### src/rtl/missionary_cannibal_fsm_if.sv
// Bank-count bundle driven by the river-crossing sequencer.
// The sequencer drives it through the master modport; display logic reads it
// through the slave modport.
interface missionary_cannibal_fsm_if;
    logic [1:0] missionary_next;
    logic [1:0] cannibal_next;
    logic [2:0] finish;

    modport master (
        output missionary_next,
        output cannibal_next,
        output finish
    );

    modport slave (
        input missionary_next,
        input cannibal_next,
        input finish
    );
endinterface

### src/rtl/missionary_cannibal_fsm.sv
// Free-running Moore sequencer for the 3-missionary / 3-cannibal crossing.
// It walks the fixed 11-crossing solution one state per clock and then
// restarts. Even states have the boat on the left bank and odd states have it
// on the right. The outputs are the left-bank head counts and a one-cycle
// finish flag in the final state.
module missionary_cannibal_fsm (
    input  logic                          clock,
    input  logic                          reset,
    missionary_cannibal_fsm_if.master     bus
);

    typedef enum logic [3:0] {
        STATE_0  = 4'd0,
        STATE_1  = 4'd1,
        STATE_2  = 4'd2,
        STATE_3  = 4'd3,
        STATE_4  = 4'd4,
        STATE_5  = 4'd5,
        STATE_6  = 4'd6,
        STATE_7  = 4'd7,
        STATE_8  = 4'd8,
        STATE_9  = 4'd9,
        STATE_10 = 4'd10,
        STATE_11 = 4'd11
    } state_t;

    // The initial value sets the power-up state on FPGA targets without a reset pulse.
    state_t     current_state = STATE_0;
    state_t     next_state_s;
    logic [1:0] missionary_s;
    logic [1:0] cannibal_s;
    logic [2:0] finish_s;

    // State register: synchronous reset wins over the advance on any edge.
    always_ff @(posedge clock) begin
        if (reset) begin
            current_state <= STATE_0;
        end else begin
            current_state <= next_state_s;
        end
    end

    // Next-state: step forward, wrap after the final crossing, recover from illegal codes.
    always_comb begin
        next_state_s = STATE_0;
        case (current_state)
            STATE_0:  next_state_s = STATE_1;
            STATE_1:  next_state_s = STATE_2;
            STATE_2:  next_state_s = STATE_3;
            STATE_3:  next_state_s = STATE_4;
            STATE_4:  next_state_s = STATE_5;
            STATE_5:  next_state_s = STATE_6;
            STATE_6:  next_state_s = STATE_7;
            STATE_7:  next_state_s = STATE_8;
            STATE_8:  next_state_s = STATE_9;
            STATE_9:  next_state_s = STATE_10;
            STATE_10: next_state_s = STATE_11;
            STATE_11: next_state_s = STATE_0;
            default:  next_state_s = STATE_0;
        endcase
    end

    // Output decode: left-bank counts per state; illegal codes look like STATE_0.
    always_comb begin
        missionary_s = 2'd3;
        cannibal_s   = 2'd3;
        finish_s     = 3'b000;
        case (current_state)
            STATE_0:  begin missionary_s = 2'd3; cannibal_s = 2'd3; end
            STATE_1:  begin missionary_s = 2'd3; cannibal_s = 2'd1; end
            STATE_2:  begin missionary_s = 2'd3; cannibal_s = 2'd2; end
            STATE_3:  begin missionary_s = 2'd3; cannibal_s = 2'd0; end
            STATE_4:  begin missionary_s = 2'd3; cannibal_s = 2'd1; end
            STATE_5:  begin missionary_s = 2'd1; cannibal_s = 2'd1; end
            STATE_6:  begin missionary_s = 2'd2; cannibal_s = 2'd2; end
            STATE_7:  begin missionary_s = 2'd0; cannibal_s = 2'd2; end
            STATE_8:  begin missionary_s = 2'd0; cannibal_s = 2'd3; end
            STATE_9:  begin missionary_s = 2'd0; cannibal_s = 2'd1; end
            STATE_10: begin missionary_s = 2'd0; cannibal_s = 2'd2; end
            STATE_11: begin missionary_s = 2'd0; cannibal_s = 2'd0; finish_s = 3'b001; end
            default:  begin missionary_s = 2'd3; cannibal_s = 2'd3; finish_s = 3'b000; end
        endcase
    end

    assign bus.missionary_next = missionary_s;
    assign bus.cannibal_next   = cannibal_s;
    assign bus.finish          = finish_s;

endmodule

### src/flat_wrapper.sv
// flat-port wrapper written by rule: the top's interface ports become plain ports
module missionary_cannibal_fsm_flat 
  (clock, reset, bus_missionary_next, bus_cannibal_next, bus_finish);
  missionary_cannibal_fsm_if bus_i ();
  input  logic clock;
  input  logic reset;
  output wire logic [$bits(bus_i.missionary_next)-1:0] bus_missionary_next;
  output wire logic [$bits(bus_i.cannibal_next)-1:0] bus_cannibal_next;
  output wire logic [$bits(bus_i.finish)-1:0] bus_finish;
  assign bus_missionary_next = bus_i.missionary_next;
  assign bus_cannibal_next = bus_i.cannibal_next;
  assign bus_finish = bus_i.finish;
  missionary_cannibal_fsm u_core (.clock(clock), .reset(reset), .bus(bus_i));
endmodule
### config.mk
export PLATFORM = sky130hd
export DESIGN_NAME = missionary_cannibal_fsm_flat
export DESIGN_NICKNAME = d
export VERILOG_FILES = /design/src/rtl/missionary_cannibal_fsm_if.sv /design/src/rtl/missionary_cannibal_fsm.sv /design/src/flat_wrapper.sv
export SDC_FILE = /design/constraint.sdc
export NUM_CORES = 1
export LEC_CHECK = 0
export ABC_AREA = 1
export ABC_CLOCK_PERIOD_IN_PS = 1000
export BUFFER_PORTS_ARGS = -buffer_cell sky130_fd_sc_hd__buf_2
export CAP_MARGIN = 20
export CORE_AREA = 2 2 39 41
export DETAILED_ROUTE_END_ITERATION = 8
export DIE_AREA = 0 0 41 43
export HOLD_SLACK_MARGIN = 0.15
export PLACE_DENSITY = 0.5
export SYNTH_ARGS = -nofsm -noshare
export SYNTH_HDL_FRONTEND = slang
export SYNTH_SLANG_ARGS = --single-unit
export TNS_END_PERCENT = 1
### constraint.sdc
create_clock -name clock -period 1 [get_ports clock]
set_input_delay 0.05 -clock clock [delete_from_list [all_inputs] [get_ports clock]]
set_output_delay 0.05 -clock clock [all_outputs]
set_load 0.01 [all_outputs]
---- Word-level counts from Yosys, hierarchy flattened ----
Memory sizes are Yosys's and may differ from the RTL's. A register that Yosys moved wholly into a read port is not among the register bits.
Cells that the tools add are included.
cells by class
  eq/ne operators ......................... 11
  mux-type cells .......................... 3
  reduce and logical (&&, ||, !) cells .... 4
operators with widths
  kind                                                  number
  equality test 4 x 3 -> 1 bit (second input constant)  4
  equality test 4 bit (second input constant)           4
  case mux 2 bit (3 select lines)                       2
  equality test 4 x 2 -> 1 bit (second input constant)  2
  OR reduction 4 bit                                    2
  OR reduction 5 bit                                    1
  equality test 4 x 1 -> 1 bit (second input constant)  1
  OR reduction 2 bit                                    1
  two-way mux 1 bit                                     1
word-level totals
  register bits after elaboration ......... 0
  memory bits (read-only) ................. 64
  input bits .............................. 2
  output and inout port bits .............. 7
  word-level logic and storage cells ...... 19
  memories ................................ 1
memory list
  name              depth  width  read ports  clocked after Yosys merged registers in  wr ports  RTL line                       RTL
  (name not given)  16     4      1           1                                        0         missionary_cannibal_fsm.sv:46  case (current_state)

---- Longest topological paths before layout ----
Gate-level depths: netlist of the first run.
  depth in word-level cells ............... 3
  mapped depth ............................ 9
  mapped depth without buffers ............ 9

---- Worst setup path before layout of the first run ----
No wires, ideal clock.
  path type ............................... register to output
  start ................................... register u_core.current_state[0]
  end ..................................... output bus_missionary_next[0]
  arrival ................................. 1.127 ns
  required time ........................... 0.950 ns
  slack ................................... -0.177 ns
  stages on the path, launching flop included .. 6
  buffers on the path ..................... 0
  path through ............................ dfxtp_1 > inv_1 > ha_1 > nand3_1 > nand3_1 > o21ai_0
between the ends
  cells in the longest elaborated chain, start to end .. 3
  elaborated cells on any way between the ends .. 9
  those cells by class .................... 7 x eq/ne; 1 x mux; 1 x reduce/logical
ends and longest elaborated chain
  what                                                                        RTL line                       RTL
  start: declaration                                                          missionary_cannibal_fsm.sv:28  state_t current_state = STATE_0;
  equality test 4 bit / equality test 4 x 3 -> 1 bit (equally long branches)  missionary_cannibal_fsm.sv:68  case (current_state)
  OR reduction 5 bit (no line)                                                n/a
  case mux 2 bit (3 select lines) *                                           missionary_cannibal_fsm.sv:68
  end: declaration                                                            flat_wrapper.sv:7              output wire logic [$bits(bus_i.missionary_next)-1:0] bus_missionary_next;
Every way passes the cells marked *; elsewhere a longest branch is shown, timed or not.

---- Worst setup path in the final report of the first run ----
  start ................................... register u_core.current_state[0]
  end ..................................... output bus_missionary_next[1]
Same word-level chain as after synthesis.

==> results of run 1 <==
[power breakdown]
part,total [mW],internal (mW),switching [mW]
clock,0.189,0.133,0.0555
sequential,0.188,0.173,0.0148
combinational,0.179,0.0863,0.0923
total,0.555,0.393,0.163
[placed cells by master (no fill, tap or decap), drive strengths merged]
cell	count
buf	21
nand2	17
inv	8
nand3	6
ha	5
nor2	5
dfxtp	4
clkbuf	3
o21ai	2
conb	2
a31o	1
a211oi	1
a21oi	1
dlygate4sd3	1
[through the flow]
step	TNS (ns)	area, um^2	total power, mW	utilization (%)	instances
4_1_cts	-2.16	608	0.566	43.9	93
6_report	-2.10	618	0.555	44.7	93
3_3_place_gp	-0.802	532	0.347	38.4	88
2_1_floorplan	-0.0525	390	0.295	-	55
3_5_place_dp	-0.906	532	0.348	38.4	88
5_1_grt	-2.65	618	0.604	44.7	93
[layout make-up]
class,instances,area share [%]
Clock buffer,3,3.64
Multi-Input combinational cell,40,46.0
Timing Repair Buffer,22,27.7
Sequential cell,4,14.2
Tap cell,16,3.24
Inverter,8,5.26
[cell usage after synthesis]
library cell / number
sky130_fd_sc_hd__a211oi_1: 1
sky130_fd_sc_hd__a21oi_1: 1
sky130_fd_sc_hd__a31o_1: 1
sky130_fd_sc_hd__buf_4: 2
sky130_fd_sc_hd__buf_6: 1
sky130_fd_sc_hd__conb_1: 1
sky130_fd_sc_hd__dfxtp_1: 4
sky130_fd_sc_hd__ha_1: 5
sky130_fd_sc_hd__inv_1: 5
sky130_fd_sc_hd__inv_2: 3
sky130_fd_sc_hd__nand2_1: 16
sky130_fd_sc_hd__nand2_2: 1
sky130_fd_sc_hd__nand3_1: 5
sky130_fd_sc_hd__nand3_2: 1
sky130_fd_sc_hd__nor2_1: 3
sky130_fd_sc_hd__nor2_4: 2
sky130_fd_sc_hd__o21ai_0: 1
sky130_fd_sc_hd__o21ai_1: 1
[metal layers]
layer	up-vias	routed length, um	global-route usage [%]	part of all wire (%)
met5	-	0	0	0
met4	0	10	10.0	1.2
li1	211	-	-	-
met3	2	21	3.14	2.5
met2	5	429	20.3	52
met1	166	368	15.1	44
[worst min-delay path: cells and delay by family (launching register included)]
family	cells	cell delay [ns]
flops	1	0.35
compound gates	1	0.04
buf+inv	1	0.13
[cell families (layout without fill, tap and decap cells)]
logic type                 Yosys count  in the layout  share of synthesized area, %
AOI/OAI and AO/OA                    5              5                          8.47
and+or+nand+nor                     28             28                          36.6
DFF                                  4              4                          21.7
adders and majority gates            5              5                          16.9
other                                1              2                          1.02
buffers and inverters               11             33                          15.3
[what timing repair did]
action                     4_1_cts  5_1_grt
hold buffers                     1        0
pin swaps                        3        2
hold endpoints to repair         4        0
buffers inserted                 1        0
setup endpoints to repair        7        7
gates resized for setup          8        4
[final timing paths]
path                             end  slack, ns  cells after the start                     from
min reg2reg  u_core.current_state[2]       0.58                      2  u_core.current_state[3]
max reg2reg  u_core.current_state[0]      -0.27                      7  u_core.current_state[0]
max           bus_missionary_next[1]      -0.38                      8  u_core.current_state[0]
min          u_core.current_state[2]       0.58                      2  u_core.current_state[3]
==> results list, run 1 <==
- The flow ran to the end, but the final reports show violations.
- The final reports fail on setup timing.
* Starting density of the core: 26.7%
- Final Hold Slack: 0.575 ns
- The floorplan step defined a die boundary enclosing 1760 um^2.
- Summing all multi-input logic gate instances after layout gives 284 um^2.
- Largest area contributor in the synthesized netlist: sky130_fd_sc_hd__dfxtp_1
- The min-delay analysis places its worst path in the category reg2reg.
- The top cell type by area accounts for 21.7% of the synthesized area.
* Final count of hold timing violations: 0
- Final period utilization: 138%
* Number of DRC markers after the initial detailed-route iteration: 2
- Post-place setup slack: -0.217 ns
- Count of warnings emitted by yosys: 0
* WL final: 828 um
- In this run the horizontal extent of the chip is roughly 41 um.
* Cell type group with the largest total delay on the critical path: simple AND/OR/NAND/NOR gates
* Final setup vio count: 7
* Number of fillers in the final layout: roughly 150
- Clock buffer count from CTS: 3
* Clk slew on worst S/H paths: 0.03 ns
- Subtracting the final worst setup slack from the clock period gives roughly 1.4 ns.
- After floorplanning, the core was divided into 14 placement rows.
* Post-DP HPWL: 686 um
* Clock tree from TritonCTS: done
* Upper clock frequency limit: 724 MHz
- The initial antenna violation count is 0.
* Share of synthesized area occupied by flip-flops and latches: 21.7%
- The later pin in the worst-skew pair is clocked with a latency of between 0.2 and 0.25 ns.
* Setup repair after global routing missed its margin: yes
- Data on the critical path arrives at its endpoint at 1.33 ns.
* Routed vias/inst: roughly 4.1
- For this run, design rule violations remaining after detail routing come to 0.
- By instance count, the cell type seen most on the critical path is sky130_fd_sc_hd__nand3_2.
- Measured along the y axis, the die boundary spans 43 um.
* Cell count after synthesis: 54
* Area growth, synth to finish: 67.5%
* GRT Residual Overflow: 0
* Vias in the first global route: between 400 and 500
* Leakage: 0.302 nW
- Max Cap Viol: 0
* Largest registers: u_core.current_state: 4 flops
* Number of distinct library cells after synthesis: 18
- Largest fanout of any net on the critical path: 4
* Wire length of the first global-routing pass: 1550 um
- The sequential cells in the finished layout cover a total of 87.6 um^2.
- Of the cells placed in the final design, the portion with a size suffix greater than 1 is 63.6%.
- Number of iterations in the first detailed-routing pass: 3
- In this run the remaining antenna-violating nets after routing total 0.
* # port buffers: 6
- Data required time at the worst endpoint: 0.95 ns
* Clock Skew: approximately 0.0014 ns
* Gpl congestion: 0.689
* Register with the most flip-flops: u_core.current_state
- Final WS setup: -0.381 ns
- Largest buffer count on any clock path: 2
* Average cell area after synthesis: 6.84 um^2
- After synthesis the netlist holds a flip-flop and latch count of 4.
- Diode count: 0
- The register with the most flip-flops in the layout has 4 of them.
- Core box area: 1380 um^2
- Kind of end point of the critical path: output pin
* Final layout net count: 86
* Top cells by area in the synthesized netlist: sky130_fd_sc_hd__dfxtp_1 (22%), sky130_fd_sc_hd__ha_1 (17%), sky130_fd_sc_hd__nand2_1 (16%)
* CP max stage delay: 0.37 ns
- Number of sinks handled by clock tree synthesis: 4
* Number of top-level pins: 9
* Critical-path cell list: inv_2, ha_2, nand3_2, nand3_2, nor2_1, nand2_1, nand2_2, buf_6
- Dividing the detail-routed wire length by the instance count gives about 8.9 um.
* Maximum level of the CTS H-tree: 1
* Total via count in the routed design: 384
- The setup path with the least slack is of type reg2out.
- Global routing used 13.4% of the available tracks across all layers.
- Pin count of the biggest net entering global routing: 6
- CP Buf/Inv Count: 2
- Among all stages on the critical path, the largest delay is contributed by sky130_fd_sc_hd__dfxtp_4.
* Fin. max-slew vios: 0
- Post-synth design cell area: approximately 370 um^2
* Critical path startpoint category: flip-flop
- Clock tree synthesis selected as its root buffer the cell sky130_fd_sc_hd__clkbuf_4.
- Maximum VDD drop: between 0.5 and 0.6 mV
* Areal power density over the cells: 898 nW/um^2
No activity file was read; power rests on OpenSTA's default activity.
==> run 2, diff against run 1 <==
- CTS_CLUSTER_SIZE: default -> 30
- RECOVER_POWER: default -> 100
==> run 2 against run 1 <==
- the flow still finishes with violations (setup timing)
- combinational power hardly changed
- critical endpoint unchanged
- sequential power barely moved
- non-clock buffer count stayed put
- via count is 1.3% higher
- cell count unchanged
- worst setup slack stayed put
- sequential share of layout area unchanged
- utilization did not move
- flip-flop and latch count stayed put
- critical path depth did not move
- clock power is essentially flat
- power about the same
- largest power group unchanged
- largest cell class unchanged
==> results list, run 2 (synthesis results as in run 1) <==
* Status: finished, violations left
- The final reports fail on setup timing.
* WL final: 831 um (+0.36%)
* GRT Residual Overflow: 0 (unchanged)
- Final layout net count: 86 (unchanged)
- The power after layout came to 0.555 mW (about the same).
- The area of the die was 1760 um^2 (unchanged).
* Clock period minus final worst setup slack: 1.38 ns (unchanged)
- The number of buffers added by the clock tree synthesis step is 3 (unchanged).
- Clk slew on worst S/H paths: 0.03 ns (about the same)
- The number of vias per cell after detailed routing was 4.18 (+1.3%).
- DIE HEIGHT: 43 um (unchanged)
- The core occupancy in the finished layout is 44.7% (unchanged).
- Clock Skew: 0.00144 ns (unchanged)
- Number of iterations in the first detailed-routing pass: 4 (+1)
- Critical path startpoint category: flip-flop
* Largest buffer count on any clock path: 2 (unchanged)
- # port buffers: 6 (unchanged)
- Register with the most flip-flops: u_core.current_state
- The number of rows in the core area is 14 (unchanged).
- The max-capacitance violation count was 0 (unchanged).
* Core box area: 1380 um^2 (unchanged)
- Final count of hold timing violations: 0 (unchanged)
- The global-route wire length before repair is 1550 um (unchanged).
- Library cell contributing the largest single delay on the critical path: sky130_fd_sc_hd__dfxtp_4
- Vias in the first global route: 406 (unchanged)
- The largest net degree at the start of global routing was 6 (unchanged).
- The largest driver fanout on the critical path is 4 (unchanged).
- Flip-flop count of the largest register after layout: 4 (unchanged)
- The count of nets left with antenna violations after detail routing is 0 (unchanged).
* Setup repair after global routing missed its margin: yes
- Die width: 41 um (unchanged)
- The data required time at the worst endpoint was 0.95 ns (about the same).
* Number of top-level pins: 9 (unchanged)
* Starting density of the core: 26.7% (unchanged)
- The tree is rooted in a sky130_fd_sc_hd__clkbuf_4.
* Gpl congestion: 0.689 (unchanged)
- The final worst setup slack was -0.381 ns (unchanged).
- Largest registers: u_core.current_state: 4 flops
- The critical path data arrival time was 1.33 ns (about the same).
- The signed area change from the synthesized netlist to the final layout came to 67.5% (unchanged).
* Commonest cells after routing, fill and taps aside: sky130_fd_sc_hd__buf_4 (13), sky130_fd_sc_hd__nand2_1 (12), sky130_fd_sc_hd__inv_2 (6)
- The worst setup timing slack at the placement stage came to -0.217 ns (unchanged).
- The global router's overall resource usage is 13.4% (unchanged).
- Clock insertion delay at the later pin of the skew report: 0.23 ns (about the same)
* Kind of end point of the critical path: output pin
- Fin. max-slew vios: 0 (unchanged)
* CP max stage delay: 0.37 ns (about the same)
- The most numerous cell type found on the critical path is sky130_fd_sc_hd__nand3_2.
- Final Hold Slack: 0.587 ns (+0.0118 ns)
- DRC violation count after routing: 0 (unchanged)
- Post-route design area: 618 um^2 (unchanged)
- Number of sinks handled by clock tree synthesis: 4 (unchanged)
- Maximum VDD drop: 0.545 mV (about the same)
- The critical path goes through inv_2, ha_2, nand3_2, nand3_2, nor2_1, nand2_1, nand2_2, buf_6.
- Leakage: 0.302 nW (-0.19%)
- TritonCTS built the clock tree.
* Maximum level of the CTS H-tree: 1 (unchanged)
- The final routed wire length divided by cell count is 8.94 um (+0.36%).
* Commonest non-fill, non-tap cell in the layout: sky130_fd_sc_hd__buf_4
- The worst hold path belongs to the class in2reg.
- CP Class: reg2out
- The detailed router's first-iteration violation count is 2 (unchanged).
- Final setup vio count: 7 (unchanged)
- Areal power density over the cells: 898 nW/um^2 (about the same)
- Post-DP HPWL: 686 um (unchanged)
- The final cycle utilization of the critical path was 138% (unchanged).
- Cell Area, Placed: 532 um^2 (unchanged)
- The number of inserted diodes is 0 (unchanged).
- The share of post-route cells with drive strength above 1 is 63.6% (unchanged).
- Upper clock frequency limit: 724 MHz (unchanged)
- Initial antenna violation count: 0 (unchanged)
* Total via count in the routed design: 389 (+1.3%)
-- run 2: final timing paths --
| kind | slack [ns] | depth (start not counted) | endpoint | startpoint |
|---|---|---|---|---|
| worst max-delay path | -0.38 | 8 | bus_missionary_next[1] | u_core.current_state[0] |
| worst min-delay path | 0.59 | 3 | u_core.current_state[1] | reset |
| worst max register to register | -0.27 | 7 | u_core.current_state[0] | u_core.current_state[0] |
| worst min register to register | 0.60 | 2 | u_core.current_state[2] | u_core.current_state[3] |
-- run 2: layer usage --
metal,share of wire [%],vias up,global-route usage (%)
li1,-,211,-
met1,45,171,15.1
met2,52,5,20.3
met3,2.5,2,3.14
met4,1.2,0,10.0
met5,0,-,0
-- run 2: where the power goes --
group          leakage [nW]  internal [mW]  total [mW]  switching (mW)
Clock                0.0138          0.133       0.189          0.0555
Combinational         0.254         0.0863       0.179          0.0924
Sequential           0.0340          0.173       0.188          0.0148
-- run 2: through the flow --
step | std cells | TNS, ns
after global placement | 88 | -0.802
after floorplan | 55 | -0.0525
final | 93 | -2.09
after detailed placement | 88 | -0.906
after CTS | 93 | -2.16
after global routing | 93 | -2.67
-- run 2: area by class of cell --
| class | count | area [um^2] |
|---|---|---|
| multi-input cells | 40 | 284 |
| well taps | 16 | 20.0 |
| clock buffers | 3 | 22.5 |
| fillers | 145 | 766 |
| inverters | 8 | 32.5 |
| repair buffers | 22 | 171 |
| flip-flops and latches | 4 | 87.6 |
-- run 2: worst max-delay path, delay by kind of cell, from the launching register on --
kind          cells  cell delay [ns]
fa+ha+maj         1             0.20
simple gates      5             0.40
buf+inv           2             0.14
flops             1             0.37
-- run 2: timing repair --
action | 4_1_cts | 5_1_grt
endpoints found under the hold margin | 4 | 0
setup buffers | 1 | 0
cloned | 0 | 0
pin swaps | 3 | 2
hold buffers | 1 | 0
endpoints found under the setup margin | 7 | 7
gates resized for setup | 8 | 4
